`config.mk`:
```
export PLATFORM = sky130hd
export DESIGN_NAME = line_merge_buffer
export DESIGN_NICKNAME = d
export VERILOG_FILES = /design/src/rtl/line_merge_buffer_pkg.sv /design/src/rtl/line_merge_buffer_word_insert.sv /design/src/rtl/line_merge_buffer.sv
export SDC_FILE = /design/constraint.sdc
export NUM_CORES = 1
export LEC_CHECK = 0
export ABC_AREA = 1
export BUFFER_PORTS_ARGS = -buffer_cell sky130_fd_sc_hd__buf_2
export CORE_MARGIN = 2
export CORE_UTILIZATION = 53
export CTS_BUF_LIST = sky130_fd_sc_hd__clkbuf_4 sky130_fd_sc_hd__clkbuf_8
export DETAILED_ROUTE_END_ITERATION = 10
export PLACE_DENSITY_LB_ADDON = 0.25
export RECOVER_POWER = 100
export SYNTH_ARGS = -nofsm -noshare
export SYNTH_HDL_FRONTEND = slang
export SYNTH_SLANG_ARGS = --single-unit
export TNS_END_PERCENT = 20
```
`constraint.sdc`:
```
create_clock -name clk -period 2.4 [get_ports clk]
set_clock_uncertainty 0.1 [all_clocks]
set_input_delay 0.12 -clock clk [delete_from_list [all_inputs] [get_ports clk]]
set_output_delay 0.12 -clock clk [all_outputs]
set_load 0.005 [all_outputs]
```
`src/rtl/line_merge_buffer_pkg.sv`:
```
// Shared types for the store merge path.
// Contents:
//   lc3b_word / lc3b_mem_wmask  : one CPU store word and its 2-bit byte mask
//   lc3b_line / lc3b_line_mask  : one 128-bit line and its 16-bit per-byte mask
//   lc3b_line_tag               : line address above the 4-bit byte offset
//   lmb_state_t                 : merge buffer FSM states
package lc3b_types;

  localparam int LINE_BITS   = 128;
  localparam int WORD_BITS   = 16;
  localparam int OFFSET_BITS = $clog2(LINE_BITS / 8);
  localparam int WORDS       = LINE_BITS / WORD_BITS;

  typedef logic [WORD_BITS-1:0]         lc3b_word;
  typedef logic [1:0]                   lc3b_mem_wmask;
  typedef logic [LINE_BITS-1:0]         lc3b_line;
  typedef logic [LINE_BITS/8-1:0]       lc3b_line_mask;
  typedef logic [15-OFFSET_BITS:0]      lc3b_line_tag;
  typedef logic [$clog2(WORDS)-1:0]     lc3b_word_offset;

  typedef enum logic [1:0] {
    IDLE    = 2'd0,
    COLLECT = 2'd1,
    DRAIN   = 2'd2
  } lmb_state_t;

endpackage

```
`src/rtl/line_merge_buffer_word_insert.sv`:
```
// word_insert: places one 16-bit store word into a 128-bit line.
// Inverse of the line-to-word select mux on the read path.
// Ports:
//   line, mask      : current line contents and dirty byte mask
//   offset          : word index within the line (address bits [3:1])
//   word, wmask     : store data and its byte enables (bit0 = low byte)
//   new_line        : line with the enabled bytes replaced
//   new_mask        : mask with the written bytes set
module word_insert
  import lc3b_types::*;
(
  input  lc3b_line        line,
  input  lc3b_line_mask   mask,
  input  lc3b_word_offset offset,
  input  lc3b_word        word,
  input  lc3b_mem_wmask   wmask,
  output lc3b_line        new_line,
  output lc3b_line_mask   new_mask
);

  always_comb begin
    new_line = line;
    new_mask = mask;
    for (int b = 0; b < LINE_BITS / 8; b++) begin
      // Byte b belongs to word b/2; its half within that word is b[0].
      if (b[3:1] == offset && wmask[b[0]]) begin
        new_line[b*8 +: 8] = b[0] ? word[15:8] : word[7:0];
        new_mask[b]        = 1'b1;
      end
    end
  end

endmodule

```
`src/rtl/line_merge_buffer.sv`:
```
// line_merge_buffer: merges byte-masked 16-bit CPU stores into one 128-bit
// line buffer and drains it to physical memory with a per-byte enable.
// Ports:
//   clk, reset_n             : clock, asynchronous active-low reset
//   in_valid/in_ready        : store request handshake
//   in_addr/in_wdata         : store byte address (bit 0 ignored) and data
//   in_mem_byte_enable       : store byte mask (bit0 low byte, bit1 high byte)
//   flush                    : request a drain of the buffered line
//   idle                     : no dirty bytes buffered
//   pmem_write..byte_enable  : memory write port, held until pmem_resp
//   pmem_resp                : memory write complete
//   dbg_state                : current FSM state, for observation only
//
// Handshake: a store transfers on a rising edge where in_valid and in_ready
// are both high; in_valid/in_addr/in_wdata/in_mem_byte_enable must stay
// stable while in_valid is high and in_ready is low. in_ready depends
// combinationally on in_addr while collecting (tag compare).
module line_merge_buffer
  import lc3b_types::*;
(
  input  logic          clk,
  input  logic          reset_n,
  input  logic          in_valid,
  output logic          in_ready,
  input  lc3b_word      in_addr,
  input  lc3b_word      in_wdata,
  input  lc3b_mem_wmask in_mem_byte_enable,
  input  logic          flush,
  output logic          idle,
  output logic          pmem_write,
  output lc3b_word      pmem_address,
  output lc3b_line      pmem_wdata,
  output lc3b_line_mask pmem_byte_enable,
  input  logic          pmem_resp,
  output lmb_state_t    dbg_state
);

  lmb_state_t    state_q, state_d;
  lc3b_line_tag  tag_q, tag_d;
  lc3b_line      line_q, line_d;
  lc3b_line_mask mask_q, mask_d;

  lc3b_line      ins_line;
  lc3b_line_mask ins_mask;
  lc3b_line_tag  in_tag;
  logic          tag_hit;

  assign in_tag  = in_addr[15:4];
  assign tag_hit = (in_tag == tag_q);

  // mask_q is zero whenever the FSM is in IDLE, so the same merge result
  // serves both the first store of a line and later same-tag stores.
  word_insert u_word_insert (
    .line     (line_q),
    .mask     (mask_q),
    .offset   (in_addr[3:1]),
    .word     (in_wdata),
    .wmask    (in_mem_byte_enable),
    .new_line (ins_line),
    .new_mask (ins_mask)
  );

  always_ff @(posedge clk or negedge reset_n) begin
    if (!reset_n) begin
      state_q <= IDLE;
      tag_q   <= '0;
      line_q  <= '0;
      mask_q  <= '0;
    end else begin
      state_q <= state_d;
      tag_q   <= tag_d;
      line_q  <= line_d;
      mask_q  <= mask_d;
    end
  end

  always_comb begin
    state_d    = state_q;
    tag_d      = tag_q;
    line_d     = line_q;
    mask_d     = mask_q;
    in_ready   = 1'b0;
    pmem_write = 1'b0;
    case (state_q)
      IDLE: begin
        in_ready = 1'b1;
        // An all-zero byte enable completes the handshake but buffers nothing.
        if (in_valid && in_mem_byte_enable != 2'b00) begin
          tag_d   = in_tag;
          line_d  = ins_line;
          mask_d  = ins_mask;
          state_d = COLLECT;
        end
      end
      COLLECT: begin
        in_ready = !in_valid || tag_hit;
        if (in_valid && !tag_hit) begin
          // Foreign line: hold the request off and evict the current one.
          state_d = DRAIN;
        end else begin
          if (in_valid) begin
            line_d = ins_line;
            mask_d = ins_mask;
          end
          // Checked on the merged mask so a store that completes the line
          // (or arrives with flush) is included in this drain.
          if (flush || mask_d == '1) state_d = DRAIN;
        end
      end
      DRAIN: begin
        pmem_write = 1'b1;
        if (pmem_resp) begin
          mask_d  = '0;
          state_d = IDLE;
        end
      end
      default: state_d = IDLE;
    endcase
  end

  assign idle             = (state_q == IDLE);
  assign pmem_address     = {tag_q, 4'b0000};
  assign pmem_wdata       = line_q;
  assign pmem_byte_enable = mask_q;
  assign dbg_state        = state_q;

endmodule

```
==> impl_metrics.yaml <==
outcome:
  status: "finished, violations left"
  violations: "max-capacitance violations, max-slew violations"
synth:
  avgSynthCellArea_sq_um: 7.81
  yosysSeqAreaShare_pct: 55.8
  synth_fa_ha_area_share_pct: 0.706
  yosys.area_share.simple_pct: 31.9
  synth.cell_area_sq_mm: 0.00709
  yosysUniqueCellTypes: 27
  ys_ff_latch: 158
  synth-compound-area-share_pct: 3.80
  synth.area.mux_share_pct: 0.635
  syn_inst: 908
  yosys.area_share.xor_xnor_pct: 0.494
  ys_warn_count: 0
  synth_top_family_by_area: "simple AND/OR/NAND/NOR gates"
critical_path:
  cp-start-kind: "flip-flop"
  ff2ff_path_depth: 10
  crit_start: "dbg_state[0]"
  crit_chain: "inv_1 -> ha_1 -> inv_1 -> nand2_1 -> a21oi_2 -> nand2_4 -> nor2_1 -> inv_1 -> nand2_1 -> nand2_1"
  critPathKind: "flip-flop to flip-flop"
  critical_path.max_stage_delay_ns: 0.42
  reg2reg_from: "dbg_state[0]"
  slowest_stage: "dfrtp_1"
  cp_max_fo: 8
  cp-end-kind: "flip-flop"
  worstPathArrival_ns: 2.42
  critPathRequiredTime_ns: 2.64
place:
  io_buffers: 198
  dp_hpwl_mm: 12.9
  place.gp.congestion: 0.920
global_route:
  first_global_vias: 6014
  grt_pass1_wl_mm: 29.9
  grt_max_degree: 64
  antenna_found_initial: 0
  grt-ovfl-total: 0
  grtUsageTotal_pct: 26.5
route:
  ant_nets: 0
  post_drt_wl_per_cell_um: 14.2
  highest_layer: "met4"
  drtPass1Iterations: 5
  wl_met2_mm: 8.71
  routed_via_density: 4.95
  met1_length_mm: 8.39
  dr_total_vias: 6536
  drtIter0Drc: 583
  wl_met3_mm: 1.31
  drc: 0
  routed_wl_mm: 18.7
worst_hold_path:
  min_path_cells: 5
  hp-class: "input port to flip-flop"
  hp-start: "in_addr[1]"
cts:
  htreeDepth: 4
  root_buffer: "clkbuf_8"
  clock-sinks: 158
  clk_latency_ns: 0.45
  cts_buffers: 17
  path_clk_slew_ns: 0.08
  cts_tree: "built"
  cts.path.max_buffers: 2
floorplan:
  fp.dieH_um: 120
  io_pins: 204
  die_w_um: 120
  dieArea_sq_mm: 0.0143
  coreArea_sq_mm: 0.0131
  rows: 42
  initial_utilization_pct: 54.0
pwr:
  p_per_area_mw_per_mm2: 1100
  combPwrFrac_pct: 34.7
  power.internal_uw: 6100
  p_total_uw: 9680
  p_sw_share_pct: 37.0
  leakage_uw: 0.00508
  ir_drop_uv: 993
  p_seq_share_pct: 45.1
  pwr-share-clk_pct: 20.2
  p_switching_uw: 3580
timing:
  rsz0062_at_grt: "false"
  period_share_pct: 90.7
  slew_headroom_pct: -7.54
  final_hold_viol_count: 0
  whs_ns: 0.138
  finalSetupViolCount: 0
  tns_ns: 0
  slew_viol_final: 62
  finalCriticalPeriod_ns: 2.18
  fmax_mhz: 459
  worstMarginPinSlew_ns: 1.61
layout:
  drive_above_1_share_pct: 16.2
  num-fill-cells: 1119
  finalCoreUtilization_pct: 67.3
  syn_to_final_growth_pct: 24.7
  diodes: 0
  nets: 1177
flow_run:
  drv_cap: 1
-- routing by layer --
layer | up-vias | GRT usage (%)
li1 | 3191 | -
met2 | 247 | 42.2
met4 | 0 | 8.46
met1 | 3072 | 37.1
met3 | 26 | 5.13
met5 | - | 0
-- logic make-up (layout without fill, tap and decap cells) --
kind of cell             count (synthesis)  in the layout
AO/OA/AOI/OAI                           49             49
XOR/XNOR                                 4              4
adder cells (fa/ha/maj)                  4              4
buffers and inverters                  117            351
flip-flops                             158            158
multiplexers                             4              4
other                                    1              4
AND/OR/NAND/NOR                        571            571
-- synthesized netlist by cell type --
cell type / n / share of area, %
buf_4: 6 / 0.64
a31o_2: 1 / 0.12
nand3b_1: 1 / 0.11
buf_1: 1 / 0.053
nor2_2: 8 / 0.71
a21oi_1: 2 / 0.14
dfrtp_1: 158 / 56
inv_6: 1 / 0.12
mux2_2: 4 / 0.64
clkbuf_1: 23 / 1.2
o21bai_1: 5 / 0.53
conb_1: 1 / 0.053
inv_2: 16 / 0.85
nand2_2: 10 / 0.88
nand3_1: 27 / 1.9
nor2_1: 20 / 1.1
ha_1: 4 / 0.71
nand4_1: 10 / 0.88
xnor2_1: 4 / 0.49
o21ai_0: 38 / 2.7
buf_2: 5 / 0.35
clkinv_1: 2 / 0.11
o21ai_1: 1 / 0.071
a21oi_2: 2 / 0.25
nand2_1: 494 / 26
inv_1: 63 / 3.3
nand2_4: 1 / 0.16
-- metrics by stage --
stage               setup slack [ns]  area (sq um)  instances
finish                         0.223          8840       1321
global route                  0.0552          8840       1321
CTS                            0.260          8960       1321
detailed placement             0.267          8250       1259
global placement               0.298          8250       1259
floorplan                      0.565          7100        911
-- path summary, 6_finish.rpt --
path / endpoint / slack (ns)
max: pmem_wdata[92] / 0.22
min: pmem_wdata[84] / 0.14
max reg2reg: pmem_wdata[92] / 0.22
min reg2reg: pmem_wdata[83] / 0.37
max in group asynchronous: pmem_wdata[44] / 0.69
min in group asynchronous: tag_q[7] / 0.50
-- repair_timing --
| item | in CTS | in global routing |
|---|---|---|
| setup buffers | 0 | 0 |
| resized for setup | 0 | 0 |
| hold endpoints to repair | 203 | 0 |
| hold buffers | 32 | 0 |
-- power groups by stage --
stage / Combinational [uW] / Sequential (uW) / Clock [uW]
finish: 3360 / 4370 / 1960
global route: 3800 / 4500 / 2130
CTS: 3520 / 4340 / 1990
detailed placement: 3450 / 4380 / 0
global placement: 3380 / 4360 / 0
floorplan: 1740 / 4430 / 0
-- cell type report --
type / count / area [sq um] / area share, %
Clock buffer: 21 / 283 / 3.20
Clock inverter: 9 / 110 / 1.25
Inverter: 82 / 313 / 3.54
Multi-Input combinational cell: 636 / 2650 / 30.0
Sequential cell: 158 / 3950 / 44.7
Tap cell: 176 / 220 / 2.49
Timing Repair Buffer: 239 / 1310 / 14.8
-- critical path, delay by kind of cell, from the launching register on --
family,cells,cell delay [ns]
simple gates,5,0.69
flops,1,0.42
buf+inv,3,0.43
compound gates,1,0.18
fa+ha+maj,1,0.25
-- registers in the layout (all words and copies together) (netlist names) --
register          cells
pmem_byte_enable     16
tag_q                12
dbg_state             2
pmem_wdata          128
-- layout by cell type, fill, tap and decap left out --
| cell | count |
|---|---|
| dfrtp_1 | 158 |
| buf_2 | 124 |
| nand4_1 | 10 |
| inv_6 | 2 |
| buf_4 | 5 |
| mux2_2 | 4 |
| buf_1 | 2 |
| clkinv_2 | 2 |
| clkbuf_1 | 72 |
| a21oi_2 | 1 |
| inv_1 | 76 |
| o21bai_1 | 5 |
| inv_2 | 3 |
| nand2_1 | 497 |
| nand2_4 | 1 |
| o21ai_0 | 39 |
| buf_12 | 2 |
| a21oi_1 | 3 |
| clkinv_1 | 2 |
| clkbuf_2 | 2 |
| nand3_1 | 27 |
| clkbuf_8 | 20 |
| clkbuf_4 | 1 |
| nor2_1 | 23 |
| nor2_2 | 5 |
| nand2_2 | 7 |
| clkinvlp_4 | 3 |
| nand3b_1 | 1 |
| bufinv_16 | 2 |
| dlygate4sd3_1 | 32 |
| a31o_2 | 1 |
| ha_1 | 4 |
| conb_1 | 4 |
| xnor2_1 | 4 |
| clkinv_4 | 1 |
Power figures use the tool's default switching activity.
